## src/rtl/axis_rr_packet_arbiter.sv

```systemverilog
// Round-robin, packet-granular AXI4-Stream arbiter: NUM_SRC slave streams share one
// master port through a single registered output stage, with grant/busy/packet status.
module axis_rr_packet_arbiter #(
    parameter int C_M_AXIS_TDATA_WIDTH = 32,
    parameter int NUM_SRC              = 4,
    parameter int CNT_WIDTH            = 16
) (
    input  logic                                      M_AXIS_ACLK,
    input  logic                                      M_AXIS_ARESET,
    input  logic [NUM_SRC-1:0]                        S_AXIS_TVALID,
    input  logic [NUM_SRC*C_M_AXIS_TDATA_WIDTH-1:0]   S_AXIS_TDATA,
    input  logic [NUM_SRC-1:0]                        S_AXIS_TLAST,
    output logic [NUM_SRC-1:0]                        S_AXIS_TREADY,
    output logic                                      M_AXIS_TVALID,
    output logic [C_M_AXIS_TDATA_WIDTH-1:0]           M_AXIS_TDATA,
    output logic [C_M_AXIS_TDATA_WIDTH/8-1:0]         M_AXIS_TSTRB,
    output logic                                      M_AXIS_TLAST,
    input  logic                                      M_AXIS_TREADY,
    output logic [$clog2(NUM_SRC)-1:0]                GRANT_ID,
    output logic                                      BUSY,
    output logic [CNT_WIDTH-1:0]                      PKT_COUNT
);

    localparam int W  = C_M_AXIS_TDATA_WIDTH;
    localparam int GW = $clog2(NUM_SRC);

    typedef enum logic {
        IDLE   = 1'b0,
        LOCKED = 1'b1
    } state_t;

    state_t                stateQ;
    logic [GW-1:0]         grantQ;
    logic [GW-1:0]         grantD;
    logic [GW-1:0]         cand;
    logic [W-1:0]          dataQ;
    logic                  lastQ;
    logic                  validQ;
    logic [CNT_WIDTH-1:0]  pktCntQ;
    logic [W-1:0]          srcData [NUM_SRC];
    logic                  selValid;
    logic                  selLast;
    logic                  outReady;
    logic                  inHs;
    logic                  outHs;
    logic [NUM_SRC-1:0]    readyVec;

    for (genvar g = 0; g < NUM_SRC; g++) begin : g_unpack
        assign srcData[g] = S_AXIS_TDATA[g*W +: W];
    end

    assign selValid = S_AXIS_TVALID[grantQ];
    assign selLast  = S_AXIS_TLAST[grantQ];
    assign outReady = !validQ || M_AXIS_TREADY;
    assign inHs     = (stateQ == LOCKED) && selValid && outReady;
    assign outHs    = validQ && M_AXIS_TREADY;

    // Scan from the farthest offset down so the nearest requester after the last grant wins.
    always_comb begin
        grantD = grantQ;
        cand   = '0;
        for (int k = NUM_SRC; k >= 1; k--) begin
            cand = GW'((int'(grantQ) + k) % NUM_SRC);
            if (S_AXIS_TVALID[cand]) begin
                grantD = cand;
            end
        end
    end

    always_comb begin
        readyVec = '0;
        if (stateQ == LOCKED) begin
            readyVec[grantQ] = outReady;
        end
    end

    always_ff @(posedge M_AXIS_ACLK or posedge M_AXIS_ARESET) begin
        if (M_AXIS_ARESET) begin
            stateQ  <= IDLE;
            grantQ  <= GW'(NUM_SRC - 1);
            dataQ   <= '0;
            lastQ   <= 1'b0;
            validQ  <= 1'b0;
            pktCntQ <= '0;
        end else begin
            case (stateQ)
                IDLE: begin
                    if (|S_AXIS_TVALID) begin
                        grantQ <= grantD;
                        stateQ <= LOCKED;
                    end
                end
                LOCKED: begin
                    if (inHs && selLast) begin
                        stateQ <= IDLE;
                    end
                end
            endcase

            // The tail beat keeps draining from the output register after the grant drops.
            if (inHs) begin
                dataQ  <= srcData[grantQ];
                lastQ  <= selLast;
                validQ <= 1'b1;
            end else if (outHs) begin
                validQ <= 1'b0;
            end

            if (outHs && lastQ) begin
                pktCntQ <= pktCntQ + CNT_WIDTH'(1);
            end
        end
    end

    assign S_AXIS_TREADY = readyVec;
    assign M_AXIS_TVALID = validQ;
    assign M_AXIS_TDATA  = dataQ;
    assign M_AXIS_TLAST  = lastQ;
    assign M_AXIS_TSTRB  = '1;
    assign GRANT_ID      = grantQ;
    assign BUSY          = (stateQ == LOCKED);
    assign PKT_COUNT     = pktCntQ;

endmodule
```

## config.mk

```make
export PLATFORM = sky130hd
export DESIGN_NAME = axis_rr_packet_arbiter
export DESIGN_NICKNAME = d
export VERILOG_FILES = /design/src/rtl/axis_rr_packet_arbiter.sv
export SDC_FILE = /design/constraint.sdc
export NUM_CORES = 1
export LEC_CHECK = 0
export CAP_MARGIN = 40
export CORE_ASPECT_RATIO = 0.7
export CORE_MARGIN = 5
export CORE_UTILIZATION = 37
export DETAILED_ROUTE_END_ITERATION = 10
export GPL_TIMING_DRIVEN = 1
export PLACE_DENSITY_LB_ADDON = 0.05
export SYNTH_ARGS = -nofsm -noshare
export SYNTH_HDL_FRONTEND = slang
export SYNTH_SLANG_ARGS = --single-unit
```

## constraint.sdc

```tcl
create_clock -name M_AXIS_ACLK -period 3 [get_ports M_AXIS_ACLK]
set_input_delay 0.75 -clock M_AXIS_ACLK [delete_from_list [all_inputs] [get_ports M_AXIS_ACLK]]
set_output_delay 0.75 -clock M_AXIS_ACLK [all_outputs]
set_load 0.05 [all_outputs]
```

==> flow_summary.yaml, run 1 <==
route:
  first_pass_iters: 4
  wl_per_cell_um: 17.5
  totalWireLength_um: 9500
  via_per_inst: 4.90
  final_antenna_net_count: 0
  vias: 2657
  drt_iter0_markers: 66
  drc_errors: 0
synthesis:
  synth_top_area_share_pct: 39.7
  yosysMostFrequentCell: "dfrtp_1"
  synthDistinctLibCells: 34
  netlist_area_sq_um: 3210
  synthArstFlopShare_pct: 100
  avgSynthCellArea_sq_um: 14.3
  synth.top_cells.by_area: "dfrtp_1, mux4_2, mux2_1"
  yosys_warnings: 0
  synth-edff-count: 0
  yosys.area.top_type: "dfrtp_1"
  synth_ff_type: "dfrtp_1"
  ys_ff_latch: 53
  seq_area_frac_synth_pct: 41.4
  synthTopCellsByCount: "dfrtp_1, mux4_2, mux2_1"
  synth_cells: 225
layout:
  drive_above_1_share_pct: 18.0
  stdcell_count: 542
  n_fill_cell: 694
  antenna_cells: 0
  area_growth_syn_to_layout_pct: 70.4
  nets: 565
  finalCoreUtilization_pct: 64.6
global_routing:
  grt_start_max_net_pins: 32
  first_global_vias: 2835
  globalRoute.totalOverflow: 0
  grt_pass1_wl_um: 14600
  antenna_found_initial: 0
  track_usage_pct: 17.5
cts:
  cts_max_level: 2
  clock_path_buffers: 2
  cts_tree: "yes"
  cts_resized: 0
  clock_latency_ns: 0.29
  clkTransAtPathRegs_ns: 0.06
  ctsHoldBuffers: 0
  numCtsBuffers: 5
  post_cts_buffers: 0
  clockRootBuffer: "clkbuf_16"
  cts_sinks: 53
die:
  die_w_um: 121
  core_sq_um: 8480
  die_h_um: 88.0
  die_area_sq_um: 10700
  fp-row-count: 28
  io_pins: 200
  start_util_pct: 37.9
sta:
  finalMaxSlewViolations: 0
  rsz0062_at_grt: "no"
  period_needed_ns: 2.68
  fmax_mhz: 374
  slew_headroom_pct: 56.7
  hold_viol_final: 0
  worst_pin_slew_ns: 0.633
  setup_viol: 0
  period_share_pct: 89.2
  fin_skew_ns: 0.00569
  fin_tns_setup_ns: 0
setup_path:
  cp-start-kind: "input port"
  cp-end-kind: "output port"
  arrival_ns: 1.93
  r2r_slack_ns: 0.72
  worstPathRequired_ns: 2.25
  worstPathMaxFanout: 6
  path_class: "input port to output port"
pwr:
  pwr-share-clk_pct: 12.3
  p_int_mw: 3.01
  leakage_nw: 2.20
  p_seq_share_pct: 23.8
  total_power_mw: 5.39
  p_comb_share_pct: 63.9
  power_switching_mw: 2.37
  p_per_area_nw_per_um2: 984
  ir_drop_mv: 0.587
  power.switching_fraction_pct: 44.0
hold_path:
  holdCritPathClass: "flop to flop"
place:
  numPortBuffers: 195
  hpwl_um: 7770
  place_inst: 534
  place.gp.congestion: 0.818
status:
  status: "completed"
run:
  cap_violations: 0
[cells in the final DEF, fill, tap and decap left out, drive strengths merged, types with 3 or more instances in the layout]
cell	instances
nand4	4
conb	4
nand3	6
ha	5
clkbuf	7
mux2i	6
buf	14
nand2	14
nor3	3
nor2	7
clkdlybuf4s50	189
xnor2	11
and3	6
dfrtp	51
inv	3
xor2	4
mux4	34
a21oi	3
mux2	34
[flip-flops by register name, indices dropped and copies added, names as in the netlist]
signal and count:
M_AXIS_TDATA 32, PKT_COUNT 16, GRANT_ID 2, BUSY 1, M_AXIS_TLAST 1, M_AXIS_TVALID 1
[critical path, stage by stage]
cell             delay (ns)
clkdlybuf4s50_1        0.50
nand2b_1               0.27
and3_1                 0.25
buf_12                 0.15
[through the flow]
step | area, sq um | hold slack [ns] | setup slack, ns
final | 5470 | 0.476 | 0.325
after global routing | 5470 | 0.513 | 0.246
after CTS | 5470 | 0.486 | 0.329
after detailed placement | 5300 | 0.477 | 0.293
after global placement | 5300 | 0.463 | 0.344
after floorplan | 3220 | 0.779 | 0.505
[final cells by class]
cell class	count	area (sq um)	share of cell area, %
tap	120	150	2.74
timing repair buffer	203	2050	37.4
clock inverter	1	30.0	0.549
sequential	53	1330	24.3
clock buffer	7	143	2.61
inverter	3	11.3	0.206
multi-input combinational	155	1760	32.2
[per-layer routing]
layer | wire [um] | global-route usage (%) | vias to the layer above
li1 | - | - | 1243
met5 | 0 | 0 | -
met2 | 4610 | 29.8 | 123
met3 | 1030 | 6.97 | 15
met4 | 119 | 4.17 | 0
met1 | 3740 | 21.0 | 1276
[cells by family (layout without fill, tap and decap cells)]
kind of cell	count (synthesis)	in the layout	synth area share, %
and+or+nand+nor	48	48	8.02
DFF	53	53	41.4
adders and majority gates	5	5	1.95
xor gates and xnor gates	15	15	4.09
AOI/OAI and AO/OA	9	9	1.95
muxes	74	74	38.4
other	1	4	0.117
buffers and inverters	20	214	4.09
[power by group through the flow]
stage	Sequential, mW	Combinational (mW)	Clock [mW]
CTS	1.29	3.50	0.676
global route	1.34	3.64	0.702
global placement	1.29	3.47	0
floorplan	2.17	1.49	0
detailed placement	1.30	3.49	0
finish	1.28	3.44	0.660
[path summary, 6_finish.rpt]
kind	start	endpoint	cells after the start
worst max-delay path	M_AXIS_TREADY	S_AXIS_TREADY[1]	4
worst min-delay path	PKT_COUNT[15]	PKT_COUNT[15]	1
worst max register to register	GRANT_ID[0]	M_AXIS_TDATA[16]	4
worst min register to register	PKT_COUNT[15]	PKT_COUNT[15]	1
max in group asynchronous	M_AXIS_ARESET	M_AXIS_TDATA[25]	3
min in group asynchronous	M_AXIS_ARESET	PKT_COUNT[9]	2
No activity file was read; power rests on OpenSTA's default activity.
==> run 2, diff against run 1 <==
--- a/config.mk
+++ b/config.mk
@@ -5,7 +5,7 @@
 export SDC_FILE = /design/constraint.sdc
 export NUM_CORES = 1
 export LEC_CHECK = 0
-export CAP_MARGIN = 40
+export CAP_MARGIN = 10
 export CORE_ASPECT_RATIO = 0.7
 export CORE_MARGIN = 5
 export CORE_UTILIZATION = 37
==> results of run 2 <==
The final DEF is identical to that of run 1; final timing and power are the same.
==> run 3, diff against run 2 <==
--- a/config.mk
+++ b/config.mk
@@ -12,6 +12,7 @@
 export DETAILED_ROUTE_END_ITERATION = 10
 export GPL_TIMING_DRIVEN = 1
 export PLACE_DENSITY_LB_ADDON = 0.05
+export SKIP_LAST_GASP = 1
 export SYNTH_ARGS = -nofsm -noshare
 export SYNTH_HDL_FRONTEND = slang
 export SYNTH_SLANG_ARGS = --single-unit
==> results of run 3 <==
The final DEF is identical to that of run 1; final timing and power are the same.
